===== src/rtl/mem_port_arbiter.sv =====
// mem_port_arbiter: shares one single-port, variable-latency memory between
// the instruction-fetch port (IF) and the load/store port (LS). One access is
// in flight at a time; ties are broken round-robin and every access is bounded
// by a wait-timeout that completes it with err_o set.
module mem_port_arbiter #(
  parameter int unsigned ADDR_W   = 32,
  parameter int unsigned DATA_W   = 32,
  parameter int unsigned MAX_WAIT = 15
) (
  input  logic              clk,
  input  logic              rst,
  input  logic              if_req_i,
  input  logic [ADDR_W-1:0] if_addr_i,
  output logic [DATA_W-1:0] if_rdata_o,
  output logic              if_ack_o,
  input  logic              ls_req_i,
  input  logic              ls_we_i,
  input  logic [3:0]        ls_sel_i,
  input  logic [ADDR_W-1:0] ls_addr_i,
  input  logic [DATA_W-1:0] ls_wdata_i,
  output logic [DATA_W-1:0] ls_rdata_o,
  output logic              ls_ack_o,
  output logic              err_o,
  output logic              mem_ce_o,
  output logic              mem_we_o,
  output logic [3:0]        mem_sel_o,
  output logic [ADDR_W-1:0] mem_addr_o,
  output logic [DATA_W-1:0] mem_wdata_o,
  input  logic [DATA_W-1:0] mem_rdata_i,
  input  logic              mem_ack_i
);

  localparam logic [1:0] S_IDLE = 2'd0;
  localparam logic [1:0] S_IF   = 2'd1;
  localparam logic [1:0] S_LS   = 2'd2;
  localparam logic [1:0] S_RESP = 2'd3;

  localparam logic [7:0] MAX_WAIT_C = 8'(MAX_WAIT);

  logic [1:0]        state_q,     state_d;
  logic              last_ls_q,   last_ls_d;   // 1: most recent grant went to LS
  logic [7:0]        wait_q,      wait_d;
  logic [DATA_W-1:0] if_rdata_q,  if_rdata_d;
  logic              if_ack_q,    if_ack_d;
  logic [DATA_W-1:0] ls_rdata_q,  ls_rdata_d;
  logic              ls_ack_q,    ls_ack_d;
  logic              err_q,       err_d;
  logic              mem_ce_q,    mem_ce_d;
  logic              mem_we_q,    mem_we_d;
  logic [3:0]        mem_sel_q,   mem_sel_d;
  logic [ADDR_W-1:0] mem_addr_q,  mem_addr_d;
  logic [DATA_W-1:0] mem_wdata_q, mem_wdata_d;

  // Next-state logic: arbitration in IDLE, ack/timeout handling during an access.
  always_comb begin
    state_d     = state_q;
    last_ls_d   = last_ls_q;
    wait_d      = wait_q;
    if_rdata_d  = if_rdata_q;
    ls_rdata_d  = ls_rdata_q;
    if_ack_d    = 1'b0;
    ls_ack_d    = 1'b0;
    err_d       = 1'b0;
    mem_ce_d    = mem_ce_q;
    mem_we_d    = mem_we_q;
    mem_sel_d   = mem_sel_q;
    mem_addr_d  = mem_addr_q;
    mem_wdata_d = mem_wdata_q;
    case (state_q)
      S_IDLE: begin
        wait_d = '0;
        // LS wins when alone, or on a tie when IF had the previous grant.
        if (ls_req_i && (!if_req_i || !last_ls_q)) begin
          state_d     = S_LS;
          last_ls_d   = 1'b1;
          mem_ce_d    = 1'b1;
          mem_we_d    = ls_we_i;
          mem_sel_d   = ls_sel_i;
          mem_addr_d  = ls_addr_i;
          mem_wdata_d = ls_wdata_i;
        end else if (if_req_i) begin
          state_d     = S_IF;
          last_ls_d   = 1'b0;
          mem_ce_d    = 1'b1;
          mem_we_d    = 1'b0;
          mem_sel_d   = 4'hF;
          mem_addr_d  = if_addr_i;
          mem_wdata_d = '0;
        end
      end
      S_IF, S_LS: begin
        if (mem_ack_i) begin
          state_d  = S_RESP;
          mem_ce_d = 1'b0;
          if (state_q == S_LS) begin
            ls_rdata_d = mem_rdata_i;
            ls_ack_d   = 1'b1;
          end else begin
            if_rdata_d = mem_rdata_i;
            if_ack_d   = 1'b1;
          end
        end else if (wait_q == MAX_WAIT_C) begin
          state_d  = S_RESP;
          mem_ce_d = 1'b0;
          err_d    = 1'b1;
          if (state_q == S_LS) begin
            ls_rdata_d = '0;
            ls_ack_d   = 1'b1;
          end else begin
            if_rdata_d = '0;
            if_ack_d   = 1'b1;
          end
        end else begin
          wait_d = wait_q + 8'd1;
        end
      end
      default: begin
        // Response cycle: ack is visible now, no new grant until IDLE.
        state_d = S_IDLE;
        wait_d  = '0;
      end
    endcase
  end

  // State and output registers with synchronous reset.
  always_ff @(posedge clk) begin
    if (rst) begin
      state_q     <= S_IDLE;
      last_ls_q   <= 1'b0;
      wait_q      <= '0;
      if_rdata_q  <= '0;
      if_ack_q    <= 1'b0;
      ls_rdata_q  <= '0;
      ls_ack_q    <= 1'b0;
      err_q       <= 1'b0;
      mem_ce_q    <= 1'b0;
      mem_we_q    <= 1'b0;
      mem_sel_q   <= '0;
      mem_addr_q  <= '0;
      mem_wdata_q <= '0;
    end else begin
      state_q     <= state_d;
      last_ls_q   <= last_ls_d;
      wait_q      <= wait_d;
      if_rdata_q  <= if_rdata_d;
      if_ack_q    <= if_ack_d;
      ls_rdata_q  <= ls_rdata_d;
      ls_ack_q    <= ls_ack_d;
      err_q       <= err_d;
      mem_ce_q    <= mem_ce_d;
      mem_we_q    <= mem_we_d;
      mem_sel_q   <= mem_sel_d;
      mem_addr_q  <= mem_addr_d;
      mem_wdata_q <= mem_wdata_d;
    end
  end

  assign if_rdata_o  = if_rdata_q;
  assign if_ack_o    = if_ack_q;
  assign ls_rdata_o  = ls_rdata_q;
  assign ls_ack_o    = ls_ack_q;
  assign err_o       = err_q;
  assign mem_ce_o    = mem_ce_q;
  assign mem_we_o    = mem_we_q;
  assign mem_sel_o   = mem_sel_q;
  assign mem_addr_o  = mem_addr_q;
  assign mem_wdata_o = mem_wdata_q;

endmodule

===== config.mk =====
export PLATFORM = sky130hd
export DESIGN_NAME = mem_port_arbiter
export DESIGN_NICKNAME = d
export VERILOG_FILES = /design/src/rtl/mem_port_arbiter.sv
export SDC_FILE = /design/constraint.sdc
export NUM_CORES = 1
export LEC_CHECK = 0
export ABC_CLOCK_PERIOD_IN_PS = 2500
export BUFFER_PORTS_ARGS = -buffer_cell sky130_fd_sc_hd__buf_2
export CAP_MARGIN = 10
export CORE_MARGIN = 2
export CORE_UTILIZATION = 40
export CTS_BUF_LIST = sky130_fd_sc_hd__clkbuf_8
export CTS_CLUSTER_DIAMETER = 100
export DETAILED_ROUTE_END_ITERATION = 8
export PLACE_DENSITY = 0.78
export REMOVE_ABC_BUFFERS = 1
export SETUP_SLACK_MARGIN = 0.15
export SLEW_MARGIN = 0
export SYNTH_ARGS = -nofsm -noshare
export SYNTH_HDL_FRONTEND = slang
export SYNTH_SLANG_ARGS = --single-unit
export TNS_END_PERCENT = 30

===== constraint.sdc =====
create_clock -name clk -period 2.5 [get_ports clk]
set_input_delay 0.375 -clock clk [delete_from_list [all_inputs] [get_ports clk]]
set_output_delay 0.375 -clock clk [all_outputs]
set_load 0.03 [all_outputs]

### Word-level counts from Yosys, hierarchy flattened

Index checks and enable logic that the tools add are counted.

| word-level totals | value |
|---|---|
| register bits after elaboration | 148 |
| bits of input ports | 138 |
| output and inout bits | 137 |
| word-level logic and storage cells | 74 |

| operators by class | value |
|---|---|
| $add $sub $neg | 1 |
| eq/ne operators | 5 |
| multiplexer cells | 34 |
| bitwise operators | 4 |
| reduce and logical (&&, ||, !) cells | 17 |

Operators by type and width:

| cell | count |
|---|---|
| $mux 32 | 12 |
| $mux 1 | 14 |
| $reduce_and 3->1 | 3 |
| $add 8x1->8 const B | 1 |
| $eq 8x4->1 const B | 1 |
| $mux 2 | 4 |
| $mux 4 | 2 |
| $ne 3x3->1 const B | 2 |
| $reduce_and 2->1 | 3 |
| $reduce_bool 2->1 | 3 |
| $not 1->1 | 4 |
| $pmux 2 s2 | 1 |
| $reduce_or 2->1 | 2 |
| $reduce_or 3->1 | 1 |
| $eq 2x1->1 const B | 1 |
| $eq 2x2->1 const B | 1 |
| $logic_not 1->1 | 2 |
| $logic_not 2->1 | 1 |
| $pmux 1 s2 | 1 |
| $logic_and 1x1->1 | 1 |
| $logic_or 1x1->1 | 1 |

### Depth between registers and ports, before layout

Gate-level depths: netlist of run 1.

| depth | value |
|---|---|
| word-level depth | 5 |
| depth in mapped cells | 7 |
| gate-level depth less buffers | 6 |

### Least setup slack after synthesis of run 1

No wires, ideal clock.

| timing | value |
|---|---|
| path kind | register to register |
| start point | register state_q[0] |
| end point | register ls_rdata_q[0], in the netlist ls_rdata_o[0] |
| setup time | 0.061 ns |
| arrival | 1.676 ns |
| required time | 2.439 ns |
| slack | 0.763 ns |
| stages on the path, launching flop included | 7 |
| path buffers | 1 |
| clock period less this slack | 1.737 ns |
| path through | dfxtp_1 -> inv_1 -> ha_1 -> nand2b_1 -> nor2_1 -> clkbuf_1 -> a32o_1 |

| between the ends | value |
|---|---|
| cells in the longest elaborated chain, start to end | 3 |
| elaborated cells between the ends (all ways) | 4 |
| those cells by class | 2 x eq/ne; 2 x reduce/logical |

RTL lines:

| what | line | RTL |
|---|---|---|
| start: declaration | 40 | `logic [1:0] state_q, state_d;` |
| start signal: assignment | 142 | `state_q <= state_d;` |
| $eq 2x2->1 / $eq 2x1->1 (equally long branches) | 69, 95, 106 |  |
| $reduce_or 2->1 | 69 | `case (state_q)` |
| $reduce_and 3->1 (no source line) * | n/a |  |
| end signal: assignment | 147 | `ls_rdata_q <= ls_rdata_d;` |
| end: declaration | 45 | `logic [DATA_W-1:0] ls_rdata_q, ls_rdata_d;` |

Every way passes the cells marked *; elsewhere a longest branch is shown, timed or not.
A chain may end at the register's enable or synchronous reset.

### Worst setup path in the final report of run 1

| timing | value |
|---|---|
| start point | register wait_q[0] |
| end point | register ls_rdata_q[8], in the netlist ls_rdata_o[8] |

| between the ends | value |
|---|---|
| cells in the longest elaborated chain, start to end | 3 |

RTL lines:

| what | line | RTL |
|---|---|---|
| start: declaration | 42 | `logic [7:0] wait_q, wait_d;` |
| start signal: assignment | 144 | `wait_q <= wait_d;` |
| $eq 8x4->1 | 102 | `end else if (wait_q == MAX_WAIT_C) begin` |
| $reduce_bool 2->1 (no source line) | n/a |  |
| $reduce_and 3->1 (no source line) | n/a |  |

No other way between the ends.

==> results of run 1 <==
-- final timing paths --
| path | from | to | cells after the start |
|---|---|---|---|
| worst max register to register | wait_q[0] | ls_rdata_o[8] | 6 |
| worst min register to register | ls_rdata_o[13] | ls_rdata_o[13] | 1 |
| worst min-delay path | mem_rdata_i[12] | ls_rdata_o[12] | 2 |
| worst max-delay path | wait_q[0] | ls_rdata_o[8] | 6 |
-- flip-flops by register name (all words and copies together), names as in the netlist --
| signal | count |
|---|---|
| if_rdata_o | 32 |
| ls_rdata_o | 32 |
| mem_addr_o | 32 |
| mem_wdata_o | 32 |
| wait_q | 8 |
| mem_sel_o | 4 |
| state_q | 2 |
| err_o | 1 |
| if_ack_o | 1 |
| last_ls_q | 1 |
| ls_ack_o | 1 |
| mem_ce_o | 1 |
| mem_we_o | 1 |
-- final cells by class --
cell class / count / area share (%)
Inverter: 6 / 0.308
Timing Repair Buffer: 287 / 20.2
Clock buffer: 19 / 3.57
Sequential cell: 148 / 40.5
Antenna cell: 1 / 0.0342
Clock inverter: 12 / 1.64
Multi-Input combinational cell: 301 / 30.7
Tap cell: 176 / 3.01
-- power groups by stage --
stage	logic (mW)	registers, mW	clock network [mW]
after floorplan	0.910	3.93	0
after global placement	2.65	3.07	0
after detailed placement	2.67	3.08	0
after CTS	2.67	3.03	1.82
after global routing	2.85	3.10	1.92
final	2.66	3.03	1.76
-- layout by cell type, fill, tap and decap left out, types with 2 or more instances in the layout --
master / count
xor2_1: 2
clkinv_2: 2
nand2b_1: 2
a211oi_1: 34
nor3b_1: 2
inv_6: 3
buf_2: 274
a31oi_4: 2
o22ai_1: 2
xnor2_1: 3
nand2_1: 5
nor3_1: 7
a21oi_1: 5
inv_1: 6
buf_4: 12
dfxtp_1: 148
nor2_2: 2
mux2i_1: 34
ha_1: 4
a22oi_1: 34
nor2_1: 80
clkbuf_8: 19
clkinv_4: 4
a32o_1: 64
a31oi_1: 2
nand3_1: 3
-- worst register-to-register path: cells and delay by family (launching register included) --
family	cells	cell delay (ps)
AOI/OAI and AO/OA	3	670
adders and majority gates	1	210
buffers and inverters	1	350
DFF	1	330
and+or+nand+nor	1	260
-- layer usage --
| layer | wire (microns) | GRT usage (%) |
|---|---|---|
| met5 | 0 | 0 |
| met4 | 344 | 8.58 |
| met3 | 1540 | 8.21 |
| met2 | 7340 | 34.2 |
| met1 | 5760 | 22.1 |
-- through the flow --
stage | instance area, sq um | hold WS (ps) | util [%] | setup WS, ps | setup TNS (ps)
global placement | 6930 | 440 | 52.3 | 699 | 0
CTS | 7310 | 147 | 55.2 | 650 | 0
finish | 7320 | 181 | 55.2 | 629 | 0
floorplan | 5200 | 441 | - | -2660 | -190200
global route | 7320 | 148 | 55.2 | 492 | 0
detailed placement | 6930 | 451 | 52.3 | 656 | 0
-- logic make-up after synthesis --
logic type,after synthesis
xor gates and xnor gates,5
and+or+nand+nor,107
buffers and inverters,53
DFF,148
adders and majority gates,4
muxes,34
AOI/OAI and AO/OA,151
==> impl_metrics.env, run 1 <==
export IMPL_dieHeight_microns=121
export IMPL_rows=42
export IMPL_die_x_microns=121
export IMPL_slew_violations=0
export IMPL_power_total_mw=7.45
export IMPL_synthesis_area_sq_mm=0.00544
export IMPL_cts_tree="built"
export IMPL_ios=275
export IMPL_drive_above_1_share_pct=42.7
export IMPL_synth_top_family_by_area="compound AO/OA/AOI/OAI gates"
export IMPL_syn_to_final_growth_pct=34.5
export IMPL_netlist_instances=502
export IMPL_setup_viol=0
export IMPL_grt_max_degree=73
export IMPL_synth_compound_area_share_pct=24.3
export IMPL_dp_cells=918
export IMPL_synth_seq_cells=148
export IMPL_startpoint_type="flop"
export IMPL_synth_most_common_cell="dfxtp_1"
export IMPL_detail_route_iter0_violations=267
export IMPL_synthFlopType="dfxtp_1"
export IMPL_dr_pass1_iters=5
export IMPL_synth_simple_area_share_pct=8.49
export IMPL_yosys_cell_types_count=37
export IMPL_outcome="finished clean"
export IMPL_cts_root_buffer="clkbuf_8"
export IMPL_antenna_found_initial=2
export IMPL_synth_top_cells_by_count="dfxtp_1 (148), nor2_1 (82), a32o_1 (64)"
export IMPL_finalClockSkew_ps=14.2
export IMPL_grt_overflow=0
export IMPL_die_area_sq_mm=0.0145
export IMPL_critPathArrivalTime_ps=2250
export IMPL_vias_per_cell=5.24
export IMPL_synth_mux_area_share_pct=6.26
export IMPL_fill_cells=1233
export IMPL_io_buffers=274
export IMPL_grt_pass1_vias=4613
export IMPL_core_sq_mm=0.0132
export IMPL_crit_fanout=32
export IMPL_hold_buffers=0
export IMPL_start_util_pct=41.1
export IMPL_place_congestion=0.841
export IMPL_rsz0062_at_grt="false"
export IMPL_fin_crit_ps=1870
export IMPL_cp_top_family="compound AO/OA/AOI/OAI gates"
export IMPL_synth_edf_count=0
export IMPL_cts_clk_slew_worst_paths_ps=90
export IMPL_post_drt_wl_per_cell_microns=15.8
export IMPL_async_reset_ff_share_pct=0
export IMPL_finalCritPeriodShare_pct=74.8
export IMPL_required_ps=2870
export IMPL_critPathBufInv=1
export IMPL_clkLatencyLatePin_ps=440
export IMPL_finalNetCount=903
export IMPL_slowest_stage="buf_4"
export IMPL_power_leakage_nw=3.46
export IMPL_cts_resized=0
export IMPL_power_density_mw_per_mm2=1020
export IMPL_clock_sinks=148
export IMPL_drc=0
export IMPL_clk_path_buf_depth=2
export IMPL_yosys_area_top_type="dfxtp_1"
export IMPL_synthTopCellsByArea="dfxtp_1 (54%), a32o_1 (12%), mux2i_1 (6.3%)"
export IMPL_cp_slowest_stage_delay_ps=350
export IMPL_netSwitchingFraction_pct=39.9
export IMPL_slew_headroom_pct=40.5
export IMPL_cp_cell_sequence="ha_1, and3_1, a21o_4, a31oi_4, buf_4, a32o_1"
export IMPL_place_hpwl_microns=11000
export IMPL_max_slew_worst_pin_slew_ps=892
export IMPL_wirelength_microns=15000
export IMPL_seq_area_sq_mm=0.00296
export IMPL_yosysTopAreaCellShare_pct=54.5
export IMPL_grt_pass1_wl_microns=22900
export IMPL_numCtsBuffers=17
export IMPL_comb_power_share_pct=35.6
export IMPL_multi_input_area_sq_mm=0.00224
export IMPL_hold_viol_final=0
export IMPL_via_count=4976
export IMPL_irDropWorstVdd_mv=0.592
export IMPL_end_kind="flop"
export IMPL_ys_warn_count=0
export IMPL_crit_type="reg2reg"
export IMPL_hp_class="in2reg"
export IMPL_htree_levels=4
export IMPL_synthXorXnorAreaFrac_pct=0.805
export IMPL_r2r_setup_slack_ps=630
export IMPL_fmax_ghz=0.534
export IMPL_grt_usage_pct=20.1
export IMPL_yosysSeqAreaShare_pct=54.5
export IMPL_ant_nets=0
export IMPL_final_cells=950
export IMPL_seqPwrFrac_pct=40.7
export IMPL_cap_violations=0
export IMPL_cts_setup_buffers=0
export IMPL_syn_area_per_cell_sq_um=10.8
export IMPL_clkPwrFrac_pct=23.7
export IMPL_synthAdderAreaFrac_pct=0.920
export IMPL_switchingPower_mw=2.98
export IMPL_p_int_mw=4.48
Power figures use the tool's default switching activity.
==> run 2: changes to the inputs <==
Settings changed: ABC_CLOCK_PERIOD_IN_PS 2500 to 1740.
Clock period 2.5 ns to 1.74 ns, I/O delays scaled along.
==> run 2 against run 1 <==
First-iteration DRC count grew 15%; routed wire length grew 8.0%; via count grew 2.5%; power grew 48%; register-to-register slack lost 500 ps; final area grew 5.9%; global-route usage grew 1.0 points; final cell count grew 2.4%; maximum frequency grew 16%; sequential power grew 44%; critical path type unchanged.
==> impl_metrics.env, run 2 (synthesis results as in run 1) <==
export IMPL_outcome="finished clean"
export IMPL_grt_overflow=0
export IMPL_end_kind="flop"
export IMPL_drc=0
export IMPL_slew_violations=0
export IMPL_place_hpwl_microns=11000
export IMPL_dpl_cell_area_sq_mm=0.00708
export IMPL_cp_slowest_stage_delay_ps=350
export IMPL_highest_layer="met4"
export IMPL_dp_cells=923
export IMPL_hold_slack_ps=56.4
export IMPL_fmax_ghz=0.619
export IMPL_place_congestion=0.821
export IMPL_grt_max_degree=74
export IMPL_critPathArrivalTime_ps=2000
export IMPL_clk_path_buf_depth=2
export IMPL_power_leakage_nw=3.63
export IMPL_final_cells=973
export IMPL_crit_fanout=8
export IMPL_holdPathStages=3
export IMPL_route_met3_wl_microns=1510
export IMPL_core_sq_mm=0.0132
export IMPL_layout_commonest_cell="buf_2"
export IMPL_grt_pass1_wl_microns=24100
export IMPL_rr_worst_depth=7
export IMPL_drive_above_1_share_pct=45.7
export IMPL_antenna_found_initial=2
export IMPL_layout_common_cells="buf_2 (274), dfxtp_1 (142), nor2_1 (80), a32o_1 (63)"
export IMPL_syn_to_final_growth_pct=42.4
export IMPL_rsz0062_at_grt="true"
export IMPL_slew_headroom_pct=77.3
export IMPL_post_drt_wl_per_cell_microns=16.6
export IMPL_cts_clk_slew_worst_paths_ps=90
export IMPL_clock_sinks=148
export IMPL_wl_met2_microns=8010
export IMPL_wl_met1_microns=6280
export IMPL_cp_cell_sequence="ha_4, and3_4, a21o_4, a31oi_4, buf_12, clkbuf_16, a32o_1"
export IMPL_via_count=5101
export IMPL_required_ps=2120
export IMPL_hold_viol_final=0
export IMPL_cts_tree="built"
export IMPL_vias_per_cell=5.24
export IMPL_crit_type="reg2reg"
export IMPL_irDropWorstVdd_mv=0.721
export IMPL_hp_class="in2reg"
export IMPL_finalCritPeriodShare_pct=92.8
export IMPL_cap_violations=0
export IMPL_grt_usage_pct=21.2
export IMPL_die_area_sq_mm=0.0145
export IMPL_finalNetCount=924
export IMPL_max_slew_worst_pin_slew_ps=341
export IMPL_rows=42
export IMPL_wirelength_microns=16200
export IMPL_grt_pass1_vias=4728
export IMPL_numCtsBuffers=17
export IMPL_htree_levels=4
export IMPL_power_density_mw_per_mm2=1420
export IMPL_start_util_pct=41.1
export IMPL_startpoint_type="flop"
export IMPL_cts_root_buffer="clkbuf_8"
export IMPL_finalClockSkew_ps=10.2
export IMPL_detail_route_iter0_violations=308
export IMPL_die_x_microns=121
export IMPL_fin_crit_ps=1610
export IMPL_setup_viol=0
export IMPL_ant_nets=0
export IMPL_io_buffers=274
export IMPL_ios=275
export IMPL_slowest_stage="dfxtp_2"
export IMPL_clkLatencyLatePin_ps=450
export IMPL_dieHeight_microns=121
export IMPL_design_area_sq_mm=0.00775
export IMPL_dr_pass1_iters=5
run 2: critical path, delay by kind of cell, from the launching register on:
kind | cells | cell delay (ps)
flops | 1 | 350
fa+ha+maj | 1 | 160
buf+inv | 2 | 300
compound gates | 3 | 570
simple gates | 1 | 170
run 2: path summary, 6_finish.rpt:
| kind | start | to | slack, ps |
|---|---|---|---|
| max | wait_q[1] | ls_rdata_o[22] | 130 |
| min | ls_wdata_i[0] | mem_wdata_o[0] | 60 |
| max reg2reg | wait_q[1] | ls_rdata_o[22] | 130 |
| min reg2reg | ls_rdata_o[31] | ls_rdata_o[31] | 470 |
run 2: metal layers:
metal,vias to the layer above,GRT usage [%]
met4,0,8.58
met5,-,0
met1,2380,23.6
met2,228,36.6
met3,29,7.55
li1,2464,-
run 2: area by class of cell:
| cell class | count | area [sq um] |
|---|---|---|
| Clock inverter | 15 | 124 |
| Inverter | 6 | 22.5 |
| Clock buffer | 17 | 234 |
| Timing Repair Buffer | 308 | 1870 |
| Tap cell | 176 | 220 |
| Antenna cell | 2 | 5.00 |
| Fill cell | 1142 | 5490 |
| Multi-Input combinational cell | 301 | 2300 |
| Sequential cell | 148 | 2980 |
run 2: what timing repair did:
item                       4_1_cts  5_1_grt
gates resized for setup          8       16
setup buffers                    8        3
pin swaps                        3        5
cloned                           3        2
setup endpoints to repair       62      101
hold buffers                     0        0
run 2: where the power goes:
group          internal, mW  switching [mW]
Sequential             4.03           0.337
Combinational          1.49            2.76
Clock                  1.02            1.39
Total                  6.54            4.49
run 2: through the flow:
step,TNS [ps],power [mW],worst slack [ps],util [%]
after floorplan,-277960,6.95,-3310,-
after global placement,0,8.35,167,53.5
after detailed placement,0,8.40,102,53.5
after CTS,0,10.9,134,57.5
after global routing,0,11.6,77.0,58.5
final,0,11.0,125,58.5
==> run 3: changes to the inputs <==
Settings changed: REMOVE_ABC_BUFFERS 1 to default, SETUP_SLACK_MARGIN 0.15 to default.
==> run 3 against run 2 <==
Via count is 2.4% lower; die area stayed put; sequential share of layout area is 1.0 points higher; final area is 3.0% lower; non-clock buffer count is 12 lower; critical path type unchanged; sequential power hardly changed; maximum frequency is 1.2% lower; global-route usage is 1.4 points lower; register-to-register slack worse by 20 ps; final cell count is 1.4% lower.
==> impl_metrics.env, run 3 (synthesis results as in run 1) <==
export IMPL_vias_per_cell=5.19
export IMPL_io_buffers=274
export IMPL_grt_overflow=0
export IMPL_layout_common_cells="buf_2 (274), dfxtp_1 (148), nor2_1 (80), a32o_1 (64)"
export IMPL_die_area_sq_mm=0.0145
export IMPL_critPathArrivalTime_ps=2020
export IMPL_antenna_found_initial=1
export IMPL_post_drt_wl_per_cell_microns=15.4
export IMPL_rows=42
export IMPL_fill_cells=1196
export IMPL_syn_to_final_growth_pct=38.1
export IMPL_dr_pass1_iters=5
export IMPL_cap_violations=0
export IMPL_hold_viol_final=0
export IMPL_power_total_mw=11.0
export IMPL_slew_violations=0
export IMPL_slew_headroom_pct=77.2
export IMPL_setup_viol=0
export IMPL_cts_tree="built"
export IMPL_fin_crit_ps=1630
export IMPL_fmax_ghz=0.612
export IMPL_ant_nets=0
export IMPL_power_leakage_nw=3.54
export IMPL_start_util_pct=41.1
export IMPL_numCtsBuffers=17
export IMPL_dieHeight_microns=121
export IMPL_hp_class="in2reg"
export IMPL_grt_pass1_wl_microns=22400
export IMPL_hold_buffers=0
export IMPL_pre_cts_slack_ps=104
export IMPL_place_hpwl_microns=10900
export IMPL_seq_area_sq_mm=0.00296
export IMPL_grt_max_degree=72
export IMPL_htree_levels=4
export IMPL_route_met3_wl_microns=1280
export IMPL_grt_pass1_vias=4463
export IMPL_outcome="finished clean"
export IMPL_crit_type="reg2reg"
export IMPL_drc=0
export IMPL_place_congestion=0.800
export IMPL_clk_path_buf_depth=2
export IMPL_clkLatencyLatePin_ps=440
export IMPL_finalClockSkew_ps=10.3
export IMPL_wirelength_microns=14800
export IMPL_multi_input_area_sq_mm=0.00226
export IMPL_crit_fanout=12
export IMPL_highest_layer="met5"
export IMPL_layout_commonest_cell="buf_2"
export IMPL_finalCritPeriodShare_pct=93.9
export IMPL_power_density_mw_per_mm2=1470
export IMPL_startpoint_type="flop"
export IMPL_drive_above_1_share_pct=43.7
export IMPL_end_kind="flop"
export IMPL_wl_met2_microns=7580
export IMPL_wl_met1_microns=5690
export IMPL_antenna_cells=0
export IMPL_rsz0062_at_grt="false"
export IMPL_via_count=4981
export IMPL_ios=275
export IMPL_required_ps=2120
export IMPL_die_x_microns=121
export IMPL_syn_num_nets=644
export IMPL_clock_sinks=148
export IMPL_cts_root_buffer="clkbuf_8"
export IMPL_core_sq_mm=0.0132
export IMPL_detail_route_iter0_violations=283
export IMPL_cts_clk_slew_worst_paths_ps=80
export IMPL_max_slew_worst_pin_slew_ps=342
export IMPL_finalNetCount=912
export IMPL_irDropWorstVdd_mv=0.790
export IMPL_fin_tns_setup_ps=0
export IMPL_finalWorstSetupSlack_ps=106
export IMPL_grt_usage_pct=19.7
run 3: cell types whose count changed in the layout (fill, tap and decap cells not counted), moves of 3 or more:
cell     change
buf_16       -3
dfxtp_2      -4
dfxtp_1      +6
buf_12       -3
run 3: layout make-up:
| cell class | instances | share of cell area, % |
|---|---|---|
| timing repair buffer | 296 | 21.8 |
| inverter | 6 | 0.300 |
| tap | 176 | 2.93 |
| sequential | 148 | 39.4 |
| clock inverter | 13 | 1.97 |
| clock buffer | 19 | 3.48 |
| multi-input combinational | 301 | 30.1 |
run 3: power breakdown:
| part | switching (mW) | internal, mW |
|---|---|---|
| clock | 1.32 | 1.37 |
| sequential | 0.328 | 4.02 |
| combinational | 2.66 | 1.32 |
run 3: path summary, 6_finish.rpt:
path	from	cells past startpoint	end	slack, ps
max	wait_q[0]	6	ls_rdata_o[2]	110
min	ls_wdata_i[16]	3	mem_wdata_o[16]	70
max reg2reg	wait_q[0]	6	ls_rdata_o[2]	110
min reg2reg	if_rdata_o[22]	1	if_rdata_o[22]	470
run 3: timing repair:
item	CTS	global route
gates resized for setup	0	4
endpoints found under the hold margin	0	0
buffers inserted	0	0
setup endpoints to repair	0	61
run 3: stage by stage:
stage,instances,hold slack [ps],instance area [sq um],utilization [%]
5_1_grt,959,30.3,7510,56.7
3_5_place_dp,927,451,7090,53.5
3_3_place_gp,927,442,7090,53.5
2_1_floorplan,502,339,5440,-
6_report,959,67.9,7510,56.7
4_1_cts,959,23.4,7500,56.6
run 3: critical path, cell delays in order (launching register included):
cell,delay (ps)
dfxtp_1,330
ha_1,210
and3_1,200
a21o_4,260
a31oi_4,220
buf_4,220
a32o_1,140
run 3: layer usage:
layer	up-vias	GRT usage [%]
met3	18	6.98
li1	2434	-
met1	2317	22.3
met2	210	33.8
met4	2	7.99
met5	-	0
